## config.mk

```make
export PLATFORM = sky130hd
export DESIGN_NAME = insn_class_decode
export DESIGN_NICKNAME = d
export VERILOG_FILES = /design/src/rtl/insn_class_pkg.sv /design/src/rtl/insn_class_decode_comb.sv /design/src/rtl/insn_class_decode.sv
export SDC_FILE = /design/constraint.sdc
export NUM_CORES = 1
export LEC_CHECK = 0
export ABC_AREA = 1
export CAP_MARGIN = 20
export CORE_ASPECT_RATIO = 1.1
export CORE_UTILIZATION = 40
export CTS_CLUSTER_SIZE = 25
export DETAILED_ROUTE_END_ITERATION = 10
export HOLD_SLACK_MARGIN = 0.12
export PLACE_DENSITY = 0.64
export SKIP_LAST_GASP = 1
export SYNTH_ARGS = -nofsm -noshare
export SYNTH_HDL_FRONTEND = slang
export SYNTH_SLANG_ARGS = --single-unit
export TNS_END_PERCENT = 30
```

## constraint.sdc

```tcl
create_clock -name clk -period 35.4 [get_ports clk]
set_input_delay 7.08 -clock clk [delete_from_list [all_inputs] [get_ports clk]]
set_output_delay 7.08 -clock clk [all_outputs]
set_load 0.005 [all_outputs]
```

## src/rtl/insn_class_pkg.sv

```systemverilog
//------------------------------------------------------------------------------
// Module  : insn_class_pkg
// Brief   : Opcodes, one-hot class indices and the shared opcode decode
//           function. FP_DECODE_EN enables F-extension opcodes.
// Rev     : 1.0  initial release
//------------------------------------------------------------------------------
`default_nettype none

package insn_class_pkg;

    localparam int CLS_W     = 10;
    localparam int CLS_J     = 0;
    localparam int CLS_JR    = 1;
    localparam int CLS_LUI   = 2;
    localparam int CLS_AUIPC = 3;
    localparam int CLS_BR    = 4;
    localparam int CLS_OP    = 5;
    localparam int CLS_ST    = 6;
    localparam int CLS_OPI   = 7;
    localparam int CLS_LD    = 8;
    localparam int CLS_SYS   = 9;

    localparam logic [6:0] OPC_JAL       = 7'b1101111;
    localparam logic [6:0] OPC_JALR      = 7'b1100111;
    localparam logic [6:0] OPC_LUI       = 7'b0110111;
    localparam logic [6:0] OPC_AUIPC     = 7'b0010111;
    localparam logic [6:0] OPC_BRANCH    = 7'b1100011;
    localparam logic [6:0] OPC_OP        = 7'b0110011;
    localparam logic [6:0] OPC_OP_32     = 7'b0111011;
    localparam logic [6:0] OPC_STORE     = 7'b0100011;
    localparam logic [6:0] OPC_OP_IMM    = 7'b0010011;
    localparam logic [6:0] OPC_OP_IMM_32 = 7'b0011011;
    localparam logic [6:0] OPC_LOAD      = 7'b0000011;
    localparam logic [6:0] OPC_SYSTEM    = 7'b1110011;
    localparam logic [6:0] OPC_LOAD_FP   = 7'b0000111;
    localparam logic [6:0] OPC_STORE_FP  = 7'b0100111;
    localparam logic [6:0] OPC_FMADD     = 7'b1000011;
    localparam logic [6:0] OPC_FMSUB     = 7'b1000111;
    localparam logic [6:0] OPC_FNMSUB    = 7'b1001011;
    localparam logic [6:0] OPC_FNMADD    = 7'b1001111;
    localparam logic [6:0] OPC_OP_FP     = 7'b1010011;

    typedef enum logic [1:0] {
        BUF_EMPTY = 2'd0,
        BUF_ONE   = 2'd1,
        BUF_TWO   = 2'd2
    } buf_state_e;

    typedef struct packed {
        logic [CLS_W-1:0] code;
        logic             illegal;
`ifdef FP_DECODE_EN
        logic             fp;
`endif
    } cls_dec_t;

    // Opcodes with insn[1:0] != 2'b11 never match an entry and fall out illegal.
    function automatic cls_dec_t decode_opcode(input logic [6:0] opc, input logic rv64w);
        cls_dec_t d;
        d = '0;
        case (opc)
            OPC_JAL:       d.code[CLS_J]     = 1'b1;
            OPC_JALR:      d.code[CLS_JR]    = 1'b1;
            OPC_LUI:       d.code[CLS_LUI]   = 1'b1;
            OPC_AUIPC:     d.code[CLS_AUIPC] = 1'b1;
            OPC_BRANCH:    d.code[CLS_BR]    = 1'b1;
            OPC_OP:        d.code[CLS_OP]    = 1'b1;
            OPC_OP_32:     d.code[CLS_OP]    = rv64w;
            OPC_STORE:     d.code[CLS_ST]    = 1'b1;
            OPC_OP_IMM:    d.code[CLS_OPI]   = 1'b1;
            OPC_OP_IMM_32: d.code[CLS_OPI]   = rv64w;
            OPC_LOAD:      d.code[CLS_LD]    = 1'b1;
            OPC_SYSTEM:    d.code[CLS_SYS]   = 1'b1;
`ifdef FP_DECODE_EN
            OPC_LOAD_FP:   begin d.code[CLS_LD] = 1'b1; d.fp = 1'b1; end
            OPC_STORE_FP:  begin d.code[CLS_ST] = 1'b1; d.fp = 1'b1; end
            OPC_OP_FP,
            OPC_FMADD,
            OPC_FMSUB,
            OPC_FNMSUB,
            OPC_FNMADD:    begin d.code[CLS_OP] = 1'b1; d.fp = 1'b1; end
`endif
            default:       d.code = '0;
        endcase
        d.illegal = (d.code == '0);
        return d;
    endfunction

endpackage

`default_nettype wire

```

## src/rtl/insn_class_decode_comb.sv

```systemverilog
//------------------------------------------------------------------------------
// Module  : insn_class_comb
// Brief   : Combinational opcode to one-hot class / illegal (/ fp with
//           FP_DECODE_EN).
// Rev     : 1.0  initial release
//------------------------------------------------------------------------------
`default_nettype none

module insn_class_comb
    import insn_class_pkg::*;
#(
    parameter int RV64_W = 1
) (
    input  logic [6:0]       i_opcode,
    output logic [CLS_W-1:0] o_code,
    output logic             o_illegal
`ifdef FP_DECODE_EN
    ,
    output logic             o_fp
`endif
);

    cls_dec_t w_dec;

    assign w_dec     = decode_opcode(i_opcode, (RV64_W != 0));
    assign o_code    = w_dec.code;
    assign o_illegal = w_dec.illegal;
`ifdef FP_DECODE_EN
    assign o_fp      = w_dec.fp;
`endif

endmodule

`default_nettype wire

```

## src/rtl/insn_class_decode.sv

```systemverilog
//------------------------------------------------------------------------------
// Module  : insn_class_decode
// Brief   : Instruction class decode registered behind a 2-entry skid buffer
//           with valid/ready, flush and illegal detection. FP_DECODE_EN adds fp.
// Rev     : 1.0  initial release
//------------------------------------------------------------------------------
`default_nettype none

module insn_class_decode
    import insn_class_pkg::*;
#(
    parameter int XLEN   = 64,
    parameter int RV64_W = 1
) (
    input  logic             clk,
    input  logic             rst_n,
    input  logic             flush,
    input  logic             in_valid,
    output logic             in_ready,
    input  logic [31:0]      insn_in,
    input  logic [XLEN-1:0]  pc_in,
    output logic             out_valid,
    input  logic             out_ready,
    output logic [CLS_W-1:0] code,
    output logic [31:0]      insn_out,
    output logic [XLEN-1:0]  pc_out,
    output logic             illegal
`ifdef FP_DECODE_EN
    ,
    output logic             fp
`endif
);

    buf_state_e       r_state;
    buf_state_e       w_state_nxt;
    logic             r_in_ready;
    logic             w_accept;
    logic             w_pop;
    logic             w_load_head;
    logic             w_load_skid;
    logic             w_skid_to_head;

    logic [CLS_W-1:0] w_code;
    logic             w_illegal;

    logic [CLS_W-1:0] r_head_code;
    logic             r_head_ill;
    logic [31:0]      r_head_insn;
    logic [XLEN-1:0]  r_head_pc;
    logic [CLS_W-1:0] r_skid_code;
    logic             r_skid_ill;
    logic [31:0]      r_skid_insn;
    logic [XLEN-1:0]  r_skid_pc;
`ifdef FP_DECODE_EN
    logic             w_fp;
    logic             r_head_fp;
    logic             r_skid_fp;
`endif

    insn_class_comb #(
        .RV64_W    (RV64_W)
    ) u_comb (
        .i_opcode  (insn_in[6:0]),
        .o_code    (w_code),
        .o_illegal (w_illegal)
`ifdef FP_DECODE_EN
        ,
        .o_fp      (w_fp)
`endif
    );

    assign in_ready  = r_in_ready;
    assign out_valid = (r_state != BUF_EMPTY);
    assign w_accept  = in_valid & r_in_ready;
    assign w_pop     = out_valid & out_ready;

    always_comb begin
        w_state_nxt    = r_state;
        w_load_head    = 1'b0;
        w_load_skid    = 1'b0;
        w_skid_to_head = 1'b0;
        case (r_state)
            BUF_EMPTY: begin
                if (w_accept) begin
                    w_state_nxt = BUF_ONE;
                    w_load_head = 1'b1;
                end
            end
            BUF_ONE: begin
                if (w_accept && !w_pop) begin
                    w_state_nxt = BUF_TWO;
                    w_load_skid = 1'b1;
                end else if (w_accept) begin
                    w_load_head = 1'b1;
                end else if (w_pop) begin
                    w_state_nxt = BUF_EMPTY;
                end
            end
            BUF_TWO: begin
                if (w_pop) begin
                    w_state_nxt    = BUF_ONE;
                    w_skid_to_head = 1'b1;
                end
            end
            default: w_state_nxt = BUF_EMPTY;
        endcase
        // Flush wins over any concurrent accept or pop; payload is left untouched.
        if (flush) begin
            w_state_nxt    = BUF_EMPTY;
            w_load_head    = 1'b0;
            w_load_skid    = 1'b0;
            w_skid_to_head = 1'b0;
        end
    end

    always_ff @(posedge clk) begin
        if (!rst_n) begin
            r_state    <= BUF_EMPTY;
            r_in_ready <= 1'b1;
        end else begin
            r_state    <= w_state_nxt;
            r_in_ready <= (w_state_nxt != BUF_TWO);
        end
    end

    always_ff @(posedge clk) begin
        if (!rst_n) begin
            r_head_code <= '0;
            r_head_ill  <= 1'b0;
            r_head_insn <= '0;
            r_head_pc   <= '0;
`ifdef FP_DECODE_EN
            r_head_fp   <= 1'b0;
`endif
        end else if (w_load_head) begin
            r_head_code <= w_code;
            r_head_ill  <= w_illegal;
            r_head_insn <= insn_in;
            r_head_pc   <= pc_in;
`ifdef FP_DECODE_EN
            r_head_fp   <= w_fp;
`endif
        end else if (w_skid_to_head) begin
            r_head_code <= r_skid_code;
            r_head_ill  <= r_skid_ill;
            r_head_insn <= r_skid_insn;
            r_head_pc   <= r_skid_pc;
`ifdef FP_DECODE_EN
            r_head_fp   <= r_skid_fp;
`endif
        end
    end

    always_ff @(posedge clk) begin
        if (w_load_skid) begin
            r_skid_code <= w_code;
            r_skid_ill  <= w_illegal;
            r_skid_insn <= insn_in;
            r_skid_pc   <= pc_in;
`ifdef FP_DECODE_EN
            r_skid_fp   <= w_fp;
`endif
        end
    end

    assign code     = r_head_code;
    assign illegal  = r_head_ill;
    assign insn_out = r_head_insn;
    assign pc_out   = r_head_pc;
`ifdef FP_DECODE_EN
    assign fp       = r_head_fp;
`endif

endmodule

`default_nettype wire

```

==> qor.yml <==
run_status:
  status: "finished, final reports clean"
detailed_routing:
  first_pass_iters: 5
  via_count: 6328
  wire_per_inst_um: 15.3
  drtIter0Drc: 341
  antenna_left: 0
  viasPerCell: 4.79
  finalWirelength_um: 20100
  drt_drc_violations_left: 0
clock_tree:
  clk_latency_ps: 490
  cts_max_path_buffers: 3
  cts-resized-gates: 0
  cts_buffers: 23
  cts_tree: "done"
  path_clk_slew_ps: 60
  cts.sinks: 217
  post_cts_buffers: 0
  hold_buffers: 0
  cts_root_buf: "clkbuf_16"
  h-tree-depth: 1
logic_synthesis:
  synth_area_leaders: "edfxtp_1, dfxtp_1, nand2_1"
  synth_seq_area_share_pct: 66.6
  netlist_instances: 855
  synth_nets: 956
  syn_avg_cell_area_um2: 9.50
  yosys.area.top_type: "edfxtp_1"
  synth_seq_cells: 217
  synth_cell_types: 25
  syn_area_mm2: 0.00813
  synth.top_cell.area_share_pct: 39.5
  yosys_warnings: 0
timing:
  worst_slew_pin_slew_ps: 1070
  min_period_ps: 9570
  setup_ws_ps: 25830
  relSlewSlack_pct: 28.4
  fmax_ghz: 0.104
  min_period_over_period_pct: 27.0
  finalSetupViolCount: 0
  hold_ws_ps: 477
  fin_worst_skew_ps: 9.83
  rsz0062_at_grt: "no"
  slew_violations: 0
  finalHoldViolations: 0
  tns_ps: 0
grt:
  grtUsageMet3_pct: 3.16
  grt.busiest_layer: "met2"
  grt_overflow: 0
  grt_max_degree: 94
  antenna_found_initial: 0
  use_met2_pct: 32.4
  grt_pass1_wl_um: 31000
  grt_pass1_vias: 6016
  track_usage_pct: 19.1
  use_met1_pct: 24.8
floorplanning:
  core-area_mm2: 0.0199
  die_h_um: 151
  die_area_mm2: 0.0209
  fp-row-count: 54
  initial_core_util_pct: 40.9
  ios: 210
  fp.dieW_um: 138
critical_path:
  crit_type: "primary input to flip-flop"
  start_kind: "primary input"
  path_max_fanout: 93
  critPathArrivalTime_ps: 9920
  worstPathRequired_ps: 35740
  end_kind: "flip-flop"
placed_design:
  port_buffers: 209
  hpwl_um: 12500
  dpl_cell_area_mm2: 0.0103
  dp_worst_setup_slack_ps: 25280
  gp_congestion: 0.785
power:
  p_seq_share_pct: 48.2
  p_comb_share_pct: 8.5
  sw_frac_of_total_pct: 21.0
  p_sw_mw: 0.120
  power.leakage_nw: 4.46
  power_density_mw_per_mm2: 51.4
  vdd_drop_max_mv: 0.0352
  internal_power_mw: 0.451
  p_clk_share_pct: 43.3
finish:
  finalNetCount: 1152
  fillers: 1811
  final_cell_area_mm2: 0.0111
  drive_above_1_share_pct: 4.50
  area_delta_synth_final_pct: 36.7
  post-route-util_pct: 55.9
hold_path:
  min-delay-path-class: "flip-flop to flip-flop"
flow_run:
  drv_cap: 0
[kinds of logic (layout without fill, tap and decap cells)]
group,count (synthesis),count (layout),share of synthesized area (%)
simple gates,445,445,21.0
flops,217,217,66.6
compound gates,125,125,7.84
buf+inv,67,279,4.39
xor+xnor,1,1,0.108
other cells,0,1,0
[sequential cells by signal, indices dropped and copies added (netlist names)]
| name | count |
|---|---|
| r_skid_code | 10 |
| r_skid_insn | 32 |
| r_skid_pc | 64 |
| pc_out | 64 |
| r_skid_ill | 1 |
| in_ready | 1 |
| insn_out | 32 |
| illegal | 1 |
| r_state | 2 |
| code | 10 |
[cells in the mapped netlist (all sizes together)]
master / count
edfxtp: 107
nand4: 1
a31oi: 7
dfxtp: 110
xor2: 1
a21oi: 102
clkbuf: 14
nor2: 112
inv: 23
nor4: 1
nand3: 6
buf: 30
nor3: 3
o21ai: 15
o211ai: 1
nand2: 321
and3: 1
[metrics by stage]
step / power [mW] / instances
after floorplan: 0.300 / 855
after global placement: 0.328 / 1278
after detailed placement: 0.329 / 1278
after CTS: 0.577 / 1319
after global routing: 0.592 / 1319
final: 0.571 / 1320
[power by group through the flow]
stage          clock, mW  combinational [mW]  sequential, mW
2_1_floorplan          0              0.0190           0.281
3_3_place_gp           0              0.0482           0.280
3_5_place_dp           0              0.0487           0.280
4_1_cts            0.253              0.0491           0.275
5_1_grt            0.263              0.0538           0.276
6_report           0.247              0.0484           0.275
[routing by layer]
metal | vias up | share of wire, %
met5 | - | 0
met4 | 0 | 2.2
met3 | 33 | 6.0
met2 | 160 | 49
met1 | 2945 | 43
li1 | 3190 | -
[critical path, stage by stage]
cell             delay [ps]
clkdlybuf4s50_1         490
nand2_1                 120
nor3_1                  190
nand2_2                 290
inv_4                   790
nor2_4                  200
buf_4                   350
a21oi_1                 240
nor2_1                   60
[placed cells by master, fill, tap and decap left out]
cell type,instances
clkbuf_16,25
nand2_1,319
clkdlybuf4s50_1,209
edfxtp_1,107
clkbuf_1,9
bufinv_16,2
inv_2,2
clkinv_2,2
o211ai_1,1
nand4_2,1
nor4_2,1
buf_4,6
inv_4,1
a31oi_1,7
nand2_2,2
and3_1,1
inv_1,18
nor2_1,111
xor2_1,1
diode_2,1
dfxtp_1,110
nor2_4,1
nor3_1,3
a21oi_1,102
nand3_1,6
clkbuf_8,5
o21ai_0,15
[area by class of cell]
| cell class | instances | area [µm²] | area share (%) |
|---|---|---|---|
| antenna | 1 | 2.50 | 0.0225 |
| clock buffer | 39 | 728 | 6.55 |
| clock inverter | 2 | 60.1 | 0.541 |
| inverter | 23 | 91.3 | 0.822 |
| multi-input combinational | 571 | 2360 | 21.2 |
| sequential | 217 | 5420 | 48.7 |
| tap | 252 | 315 | 2.84 |
| timing repair buffer | 215 | 2140 | 19.2 |
[path summary, 6_finish.rpt]
path,startpoint,endpoint,slack [ps],cells past startpoint
max reg2reg,r_state[1],pc_out[58],32520,10
min,pc_out[41],pc_out[41],480,2
max,in_valid,pc_out[58],25830,9
min reg2reg,pc_out[41],pc_out[41],480,2
(Power assumes the default switching activity.)
